File: config.mk
export PLATFORM = sky130hd
export DESIGN_NAME = tempsense_readout
export DESIGN_NICKNAME = d
export VERILOG_FILES = /design/src/rtl/tempsense_pkg.sv /design/src/rtl/tempsense_avg.sv /design/src/rtl/tempsense_readout.sv
export SDC_FILE = /design/constraint.sdc
export NUM_CORES = 1
export LEC_CHECK = 0
export CORE_MARGIN = 1.5
export CORE_UTILIZATION = 30
export CTS_CLUSTER_DIAMETER = 120
export DETAILED_ROUTE_END_ITERATION = 12
export GPL_TIMING_DRIVEN = 1
export PLACE_DENSITY = 0.47
export SLEW_MARGIN = 20
export SYNTH_ARGS = -nofsm -noshare
export SYNTH_HDL_FRONTEND = slang
export SYNTH_HIERARCHICAL = 1
export SYNTH_SLANG_ARGS = --single-unit
export TNS_END_PERCENT = 100
File: constraint.sdc
create_clock -name HF_CLK -period 2.21 [get_ports HF_CLK]
set_input_delay 0.3315 -clock HF_CLK [delete_from_list [all_inputs] [get_ports HF_CLK]]
set_output_delay 0.3315 -clock HF_CLK [all_outputs]
set_load 0.02 [all_outputs]
File: src/rtl/tempsense_pkg.sv
// Shared types and widths for the temperature-sensor readout.
// Optional averaging is selected by TEMPSENSE_AVG_EN.
package tempsense_pkg;

    localparam int ADC_W    = 12;
    localparam int AVG_LOG2 = 3;
    localparam int ACC_W    = ADC_W + AVG_LOG2;

    typedef enum logic [2:0] {
        ST_IDLE,
        ST_SETTLE,
        ST_DISCARD,
        ST_ACQ,
        ST_HOLD
    } state_e;

endpackage

File: src/rtl/tempsense_avg.sv
// Sample accumulator and counter; TEMPSENSE_AVG_EN selects 8-sample mean,
// otherwise the single accepted sample passes straight through.
module tempsense_avg
    import tempsense_pkg::*;
(
`ifdef TEMPSENSE_AVG_EN
    input  logic             clk_i,
    input  logic             rst_n_i,
`endif
    input  logic             clr_i,
    input  logic             add_i,
    input  logic [ADC_W-1:0] data_i,
    output logic             last_o,
    output logic [ADC_W-1:0] mean_o
);

`ifdef TEMPSENSE_AVG_EN
    logic [ACC_W-1:0]    acc_q, acc_d, sum;
    logic [AVG_LOG2-1:0] cnt_q, cnt_d;

    always_comb begin
        sum   = acc_q + ACC_W'(data_i);
        acc_d = acc_q;
        cnt_d = cnt_q;
        if (clr_i) begin
            acc_d = '0;
            cnt_d = '0;
        end else if (add_i) begin
            acc_d = sum;
            cnt_d = cnt_q + AVG_LOG2'(1);
        end
    end

    always_ff @(posedge clk_i or negedge rst_n_i) begin
        if (!rst_n_i) begin
            acc_q <= '0;
            cnt_q <= '0;
        end else begin
            acc_q <= acc_d;
            cnt_q <= cnt_d;
        end
    end

    // mean includes the sample being accepted this cycle
    assign last_o = add_i & ~clr_i & (&cnt_q);
    assign mean_o = sum[ACC_W-1:AVG_LOG2];
`else
    assign last_o = add_i & ~clr_i;
    assign mean_o = data_i;
`endif

endmodule

File: src/rtl/tempsense_readout.sv
// Temperature-sensor readout sequencer: settle, discard, acquire, hold.
// Define TEMPSENSE_AVG_EN to average 8 samples per window.
module tempsense_readout
    import tempsense_pkg::*;
#(
    parameter int SETTLE_CYCLES   = 64,
    parameter int DISCARD_SAMPLES = 2,
    parameter int TIMEOUT_CYCLES  = 4096
) (
    input  logic             HF_CLK,
    input  logic             NRST_sync,
    input  logic             temp_run,
    input  logic             adc_valid,
    input  logic [ADC_W-1:0] adc_data,
    output logic             DONE,
    output logic [ADC_W-1:0] TEMP_DATA,
    output logic             TEMP_ERR
);

    localparam int SW = $clog2(SETTLE_CYCLES + 2);
    localparam int DW = $clog2(DISCARD_SAMPLES + 2);
    localparam int TW = $clog2(TIMEOUT_CYCLES + 2);

    localparam logic [SW-1:0] SETTLE_LAST =
        SW'((SETTLE_CYCLES > 0) ? SETTLE_CYCLES - 1 : 0);
    localparam logic [DW-1:0] DISC_LAST =
        DW'((DISCARD_SAMPLES > 0) ? DISCARD_SAMPLES - 1 : 0);
    localparam logic [TW-1:0] TMO_LAST =
        TW'((TIMEOUT_CYCLES > 0) ? TIMEOUT_CYCLES - 1 : 0);

    // zero-length phases are skipped entirely
    localparam state_e POST_SETTLE =
        (DISCARD_SAMPLES > 0) ? ST_DISCARD : ST_ACQ;
    localparam state_e RUN_ENTRY =
        (SETTLE_CYCLES > 0) ? ST_SETTLE : POST_SETTLE;

    state_e          state_q, state_d;
    logic [SW-1:0]   settle_q, settle_d;
    logic [DW-1:0]   disc_q, disc_d;
    logic [TW-1:0]   tmo_q, tmo_d;
    logic            done_q, done_d;
    logic            err_q, err_d;
    logic [ADC_W-1:0] data_q, data_d;

    logic             avg_clr;
    logic             avg_add;
    logic             avg_last;
    logic [ADC_W-1:0] avg_mean;

    assign avg_clr = (state_q != ST_ACQ);
    assign avg_add = (state_q == ST_ACQ) & adc_valid;

    tempsense_avg u_avg (
`ifdef TEMPSENSE_AVG_EN
        .clk_i   (HF_CLK),
        .rst_n_i (NRST_sync),
`endif
        .clr_i   (avg_clr),
        .add_i   (avg_add),
        .data_i  (adc_data),
        .last_o  (avg_last),
        .mean_o  (avg_mean)
    );

    always_comb begin
        state_d  = state_q;
        settle_d = '0;
        disc_d   = '0;
        tmo_d    = '0;
        done_d   = done_q;
        err_d    = err_q;
        data_d   = data_q;
        if (!temp_run) begin
            state_d = ST_IDLE;
            done_d  = 1'b0;
        end else begin
            unique case (state_q)
                ST_IDLE: state_d = RUN_ENTRY;
                ST_SETTLE: begin
                    settle_d = settle_q + SW'(1);
                    if (settle_q == SETTLE_LAST) state_d = POST_SETTLE;
                end
                ST_DISCARD: begin
                    tmo_d  = tmo_q + TW'(1);
                    disc_d = disc_q;
                    if (adc_valid) begin
                        disc_d = disc_q + DW'(1);
                        if (disc_q == DISC_LAST) state_d = ST_ACQ;
                    end
                    if (tmo_q == TMO_LAST) begin
                        state_d = ST_HOLD;
                        done_d  = 1'b1;
                        err_d   = 1'b1;
                    end
                end
                ST_ACQ: begin
                    tmo_d = tmo_q + TW'(1);
                    if (avg_last) begin
                        state_d = ST_HOLD;
                        done_d  = 1'b1;
                        err_d   = 1'b0;
                        data_d  = avg_mean;
                    end else if (tmo_q == TMO_LAST) begin
                        state_d = ST_HOLD;
                        done_d  = 1'b1;
                        err_d   = 1'b1;
                    end
                end
                ST_HOLD: state_d = ST_HOLD;
                default: state_d = ST_IDLE;
            endcase
        end
    end

    always_ff @(posedge HF_CLK or negedge NRST_sync) begin
        if (!NRST_sync) begin
            state_q  <= ST_IDLE;
            settle_q <= '0;
            disc_q   <= '0;
            tmo_q    <= '0;
            done_q   <= 1'b0;
            err_q    <= 1'b0;
            data_q   <= '0;
        end else begin
            state_q  <= state_d;
            settle_q <= settle_d;
            disc_q   <= disc_d;
            tmo_q    <= tmo_d;
            done_q   <= done_d;
            err_q    <= err_d;
            data_q   <= data_d;
        end
    end

    assign DONE      = done_q;
    assign TEMP_DATA = data_q;
    assign TEMP_ERR  = err_q;

endmodule

==> results.yml, run 1 <==
power_and_ir_drop:
  pwr-share-comb_pct: 5.4
  pwr-share-seq_pct: 56.9
  total_power_mw: 1.28
  internal-power_uw: 998
  powerDensity_nw_per_um2: 582
  switching_share_pct: 22.1
  p_leak_nw: 0.961
  vdd_drop_max_uv: 201
  pwr-share-clk_pct: 37.7
  power_switching_uw: 282
run:
  drv_cap: 0
sta:
  setup_violations: 0
  min_period_ps: 2040
  post-route-period-util_pct: 92.5
  slew_headroom_pct: 40.7
  hold_violations: 0
  fin_setup_tns_ps: 0
  max_slew.worst_pin.slew_ps: 890
  rsz0062_at_grt: "no"
  fin_ws_ps: 167
  fin_worst_skew_ps: 6.10
  fmax_mhz: 489
  drv_slew: 0
worst_setup_path:
  reg2reg_setup_slack_ps: 170
  critPathMaxFanout: 14
  crit_path_end_kind: "flip-flop"
  r2r-end: "TEMP_DATA[8]$_DFFE_PN0P_"
  worstPathArrival_ps: 2220
  start_kind: "flip-flop"
  crit_type: "flip-flop to flip-flop"
  worstReg2RegStart: "state_q[1]$_DFFE_PN0P_"
  required_ps: 2390
  reg2reg_depth: 7
synth:
  synth_edf_count: 0
  async_reset_ff_share_pct: 100
  ys.flop_type: "dfrtp_1"
  synth.yosys.seq_area_share_pct: 53.0
  netlist_instances: 167
  synth_area_um2: 1840
  yosysWarnings: 6
  syn_area_per_cell_um2: 11.0
  ys_types: 35
  synth_fp_nets: 186
  synth-seq-cells: 39
routing:
  via_per_inst: 4.86
  totalWireLength_um: 3710
  drt_pass1_iterations: 4
  drc_errors: 0
  drtIter0Drc: 95
  detail-route-antenna-nets: 0
  wl_per_cell_um: 14.1
  vias: 1277
global_routing:
  grt-ovfl-total: 0
  grt_use_total_pct: 13.1
  grt_pass1_vias: 1427
  grt_antenna_before_repair: 0
  grt_pass1_wl_um: 6430
  grt_start_max_net_pins: 40
clock_network:
  cts_max_level: 2
  cts_tree: "built"
  cts.sink_count: 39
  post_cts_resized: 0
  postCtsSetupBuffers: 0
  clockBufferDepth: 2
  cts_buffers: 5
  cts_hold_buf: 0
  cts_root_buf: "clkbuf_8"
  clk_pin_slew_ps: 70
  clock_latency_ps: 290
layout:
  fillers: 576
  final_nets: 207
  regArea_um2: 976
  area_growth_pct: 19.6
  most-common-layout-cells: "dfrtp_1 (39), clkdlybuf4s50_1 (28), nor2_1 (20), mux2_2 (12), xor2_1 (10)"
  final_common_cell: "dfrtp_1"
  drive_above_1_share_pct: 14.4
  n_antenna_cell: 0
  multi_input_area_um2: 718
floorplanning:
  ios: 30
  row_count: 28
  die-area_um2: 6610
  die_h_um: 81.3
  core_area_um2: 5920
  die_width_um: 81.3
  initial_core_util_pct: 31.1
placement:
  gp_congestion: 0.717
  pre_cts_ws_ps: 222
  port_buffers: 29
  dp_hpwl_um: 2610
min_path:
  hold_class: "input port to asynchronous set/reset pin"
run_status:
  status: "finished, final reports clean"
==> cell usage after synthesis (all sizes together), types with 3 or more instances <==
cell,count,area (µm²)
dfrtp,39,976
nor2,20,75.1
buf,15,116
mux2,12,135
xor2,10,87.6
nand3,9,45.0
nand2,7,28.8
and3,5,31.3
inv,5,18.8
a21oi,4,20.0
nand4,4,25.0
nor3,4,25.0
xnor2,4,35.0
clkbuf,3,11.3
ha,3,37.5
o21ai,3,15.0
or3,3,18.8
==> cells by family after synthesis <==
logic type      Yosys count  synth area share (%)
simple gates             62                  17.7
flops                    39                  53.0
buf+inv                  23                  7.95
compound gates           14                  5.23
xor+xnor                 14                  6.66
mux                      12                  7.34
fa+ha+maj                 3                  2.04
==> critical path: stages (launching register included) <==
cell	delay, ps
dfrtp_1	410
inv_1	140
nor3_2	270
and2_1	190
nor2b_4	170
and3_1	160
buf_4	210
mux2_2	360
==> routing by layer <==
metal  share of wire [%]  vias up  wire length (µm)  global-route usage, %
li1                    -      600                 -                      -
met1                  41      639              1520                   13.8
met2                  52       34              1930                   23.7
met3                 5.6        4               206                   4.61
met4                 1.4        0                52                   5.17
met5                   0        -                 0                      0
==> sequential cells by signal, summed over array words and instances, names as in the netlist <==
name and count:
settle_q 7, disc_q 2, state_q 3, tmo_q 13, DONE 1, TEMP_DATA 12
TEMP_ERR 1
==> stage by stage <==
stage	area, µm²	cells	hold slack (ps)	utilization (%)
floorplan	1840	167	35.9	-
global placement	2110	256	453	35.7
detailed placement	2110	256	476	35.7
CTS	2200	263	190	37.2
global route	2200	263	218	37.2
finish	2200	263	161	37.2
==> worst max path at each step <==
stage                            from                        to  cells past startpoint
3_5_place_dp   state_q[0]$_DFFE_PN0P_  TEMP_DATA[8]$_DFFE_PN0P_                      7
5_1_grt        state_q[0]$_DFFE_PN0P_  TEMP_DATA[8]$_DFFE_PN0P_                      7
4_1_cts        state_q[1]$_DFFE_PN0P_  TEMP_DATA[8]$_DFFE_PN0P_                      7
2_1_floorplan  state_q[0]$_DFFE_PN0P_  TEMP_DATA[1]$_DFFE_PN0P_                      8
3_3_place_gp                adc_valid  TEMP_DATA[3]$_DFFE_PN0P_                      6
6_report       state_q[1]$_DFFE_PN0P_  TEMP_DATA[8]$_DFFE_PN0P_                      7
==> power by group through the flow <==
stage	clock, mW	combinational, mW	sequential [mW]
2_1_floorplan	0	0.0356	0.741
3_3_place_gp	0	0.0667	0.741
3_5_place_dp	0	0.0706	0.742
4_1_cts	0.506	0.0712	0.728
5_1_grt	0.539	0.0786	0.729
6_report	0.483	0.0692	0.728
==> cell type report <==
class,count,share of cell area (%)
Sequential cell,39,44.3
Multi-Input combinational cell,105,32.6
Timing Repair Buffer,32,14.0
Tap cell,75,4.26
Clock buffer,6,3.75
Inverter,5,0.852
Clock inverter,1,0.227
(Power assumes the default switching activity.)
==> run 2, diff against run 1 <==
--- a/config.mk
+++ b/config.mk
@@ -5,6 +5,7 @@
 export SDC_FILE = /design/constraint.sdc
 export NUM_CORES = 1
 export LEC_CHECK = 0
+export ABC_AREA = 1
 export CORE_MARGIN = 1.5
 export CORE_UTILIZATION = 30
 export CTS_CLUSTER_DIAMETER = 120
@@ -14,6 +15,5 @@
 export SLEW_MARGIN = 20
 export SYNTH_ARGS = -nofsm -noshare
 export SYNTH_HDL_FRONTEND = slang
-export SYNTH_HIERARCHICAL = 1
 export SYNTH_SLANG_ARGS = --single-unit
 export TNS_END_PERCENT = 100
==> results.yml, run 2 <==
worst_setup_path:
  cp.buffers_inverters: 1
  worst_path_max_delay_cell: "clkdlybuf4s50_1"
  path_depth: 1
  worstPathArrival_ps: 1280
  crit_family: "buffers and inverters"
  reg2reg_depth: 8
  required_ps: 1880
  critPathMaxFanout: 2
  start_kind: "flip-flop"
  crit_type: "flip-flop to output port"
  cpPeakStageDelay_ps: 610
  crit_path_end_kind: "output port"
  path_cells: "clkdlybuf4s50_1"
layout:
  most-common-layout-cells: "nand2_1 (63), dfrtp_1 (39), clkdlybuf4s50_1 (28), nor2_1 (23), inv_1 (17)"
  final_cells: 324
  final_util_pct: 39.5
  final_nets: 267
  largest_register: "tmo_q"
  n_antenna_cell: 0
  largest_reg_flops: 13
  final_common_cell: "nand2_1"
  area_growth_pct: 26.8
  fillers: 648
  drive_above_1_share_pct: 12.0
synth:
  synth.most_common_cell: "nand2_1"
  synth-seq-cells: 39
  ys_top_cells_by_count: "nand2_1 (63), dfrtp_1 (39), nor2_1 (23)"
  synth_area_um2: 1850
  yosys.area_share.simple_pct: 30.5
  synth_xor_area_share_pct: 1.89
  ys.flop_type: "dfrtp_1"
  netlist.area_leader.share_pct: 52.7
  yosysWarnings: 0
  netlist_instances: 211
  synth_fa_ha_area_share_pct: 2.03
  synth_top_family_by_area: "simple AND/OR/NAND/NOR gates"
  synth-compound-area-share_pct: 7.29
  synthMuxAreaShare_pct: 0
  yosys.area.top_type: "dfrtp_1"
  synth_edf_count: 0
  ys_types: 26
  synth.yosys.seq_area_share_pct: 52.7
  ys_top_cells_by_area: "dfrtp_1 (53%), nand2_1 (13%), nor2_1 (4.7%), a21oi_1 (3.5%), inv_1 (3.4%)"
  async_reset_ff_share_pct: 100
  syn_area_per_cell_um2: 8.78
  synth_fp_nets: 230
power_and_ir_drop:
  vdd_drop_max_uv: 475
  powerDensity_nw_per_um2: 997
  total_power_mw: 2.34
  p_leak_nw: 1.13
clock_network:
  cts_buffers: 5
  post_cts_resized: 0
  clockBufferDepth: 2
  clk_pin_slew_ps: 80
  cts_max_level: 2
  cts_root_buf: "clkbuf_8"
  cts_hold_buf: 0
  cts_tree: "built"
  clock_latency_ps: 290
  cts.sink_count: 39
  postCtsSetupBuffers: 0
global_routing:
  grt_pass1_vias: 1507
  grt_antenna_before_repair: 0
  grt_start_max_net_pins: 23
  grt_pass1_wl_um: 6580
  grt-ovfl-total: 0
  grt_use_total_pct: 13.1
routing:
  drtIter0Drc: 47
  via_per_inst: 4.50
  wl_met3_um: 204
  top_layer_used: "met4"
  drt_pass1_iterations: 4
  wl_met2_um: 1720
  detail-route-antenna-nets: 0
  vias: 1457
  totalWireLength_um: 3640
  wl_met1_um: 1660
  drc_errors: 0
  wl_per_cell_um: 11.2
sta:
  fin_worst_skew_ps: 7.18
  slew_headroom_pct: 66.7
  min_period_ps: 1610
  post-route-period-util_pct: 72.9
  fin_setup_tns_ps: 0
  fmax_mhz: 621
  rsz0062_at_grt: "no"
  drv_slew: 0
  hold_violations: 0
  max_slew.worst_pin.slew_ps: 499
  setup_violations: 0
run_status:
  status: "finished, final reports clean"
placement:
  dp_hpwl_um: 2690
  place_inst: 316
  gp_congestion: 0.758
  port_buffers: 29
floorplanning:
  initial_core_util_pct: 31.1
  core_area_um2: 5960
  die_width_um: 81.6
  die_h_um: 81.6
  die-area_um2: 6660
  ios: 30
  row_count: 28
run:
  drv_cap: 0
min_path:
  hold_class: "input port to asynchronous set/reset pin"
run 2: cell count changes in the layout (fill, tap and decap cells not counted), sizes merged, moves of 8 or more:
cell   previous run  this run
mux2             12         0
inv               5        21
xor2             10         2
nand2             7        68
o21ai             3        11
a21oi             4        13
run 2: path summary, 6_finish.rpt:
| check | startpoint | end | slack [ps] |
|---|---|---|---|
| min in group HF_CLK | settle_q[0]$_DFF_PN0_ | settle_q[0]$_DFF_PN0_ | 470 |
| worst min-delay path | NRST_sync | settle_q[5]$_DFF_PN0_ | 2 |
| worst min register to register | settle_q[0]$_DFF_PN0_ | settle_q[0]$_DFF_PN0_ | 470 |
| worst max-delay path | DONE$_DFFE_PN0P_ | DONE | 600 |
| max in group asynchronous | NRST_sync | TEMP_DATA[6]$_DFFE_PN0P_ | 1680 |
| worst max register to register | tmo_q[0]$_DFF_PN0_ | state_q[0]$_DFFE_PN0P_ | 740 |
run 2: stage by stage:
stage	setup WS (ps)	hold slack (ps)	instance area, µm²
6_report	599	1.64	2350
5_1_grt	558	40.6	2350
4_1_cts	567	21.2	2350
3_5_place_dp	443	336	2230
3_3_place_gp	488	330	2230
2_1_floorplan	902	35.9	1850
run 2: cells by family after synthesis:
family                   count (synthesis)
AND/OR/NAND/NOR                        115
adder cells (fa/ha/maj)                  3
buffers and inverters                   24
AO/OA/AOI/OAI                           26
XOR/XNOR                                 4
flip-flops                              39
run 2: final cells by class:
type                       count  area [µm²]  share of cell area [%]
timing repair buffer          32         308                    13.1
sequential                    39         976                    41.5
clock buffer                   6        82.6                    3.51
clock inverter                 2        35.0                    1.49
inverter                      22        82.6                    3.51
multi-input combinational    148         772                    32.9
tap                           75        93.8                    3.99
run 2: power breakdown:
| group | total [mW] | internal (mW) | switching, mW |
|---|---|---|---|
| Combinational | 0.778 | 0.338 | 0.440 |
| Sequential | 0.952 | 0.858 | 0.0940 |
| Clock | 0.612 | 0.365 | 0.247 |
| Total | 2.34 | 1.56 | 0.781 |
run 2: layer usage:
metal / track usage (%) / vias to the layer above
met5: 0 / -
met4: 4.07 / 0
met3: 5.44 / 6
met2: 21.5 / 28
met1: 15.6 / 681
li1: - / 742
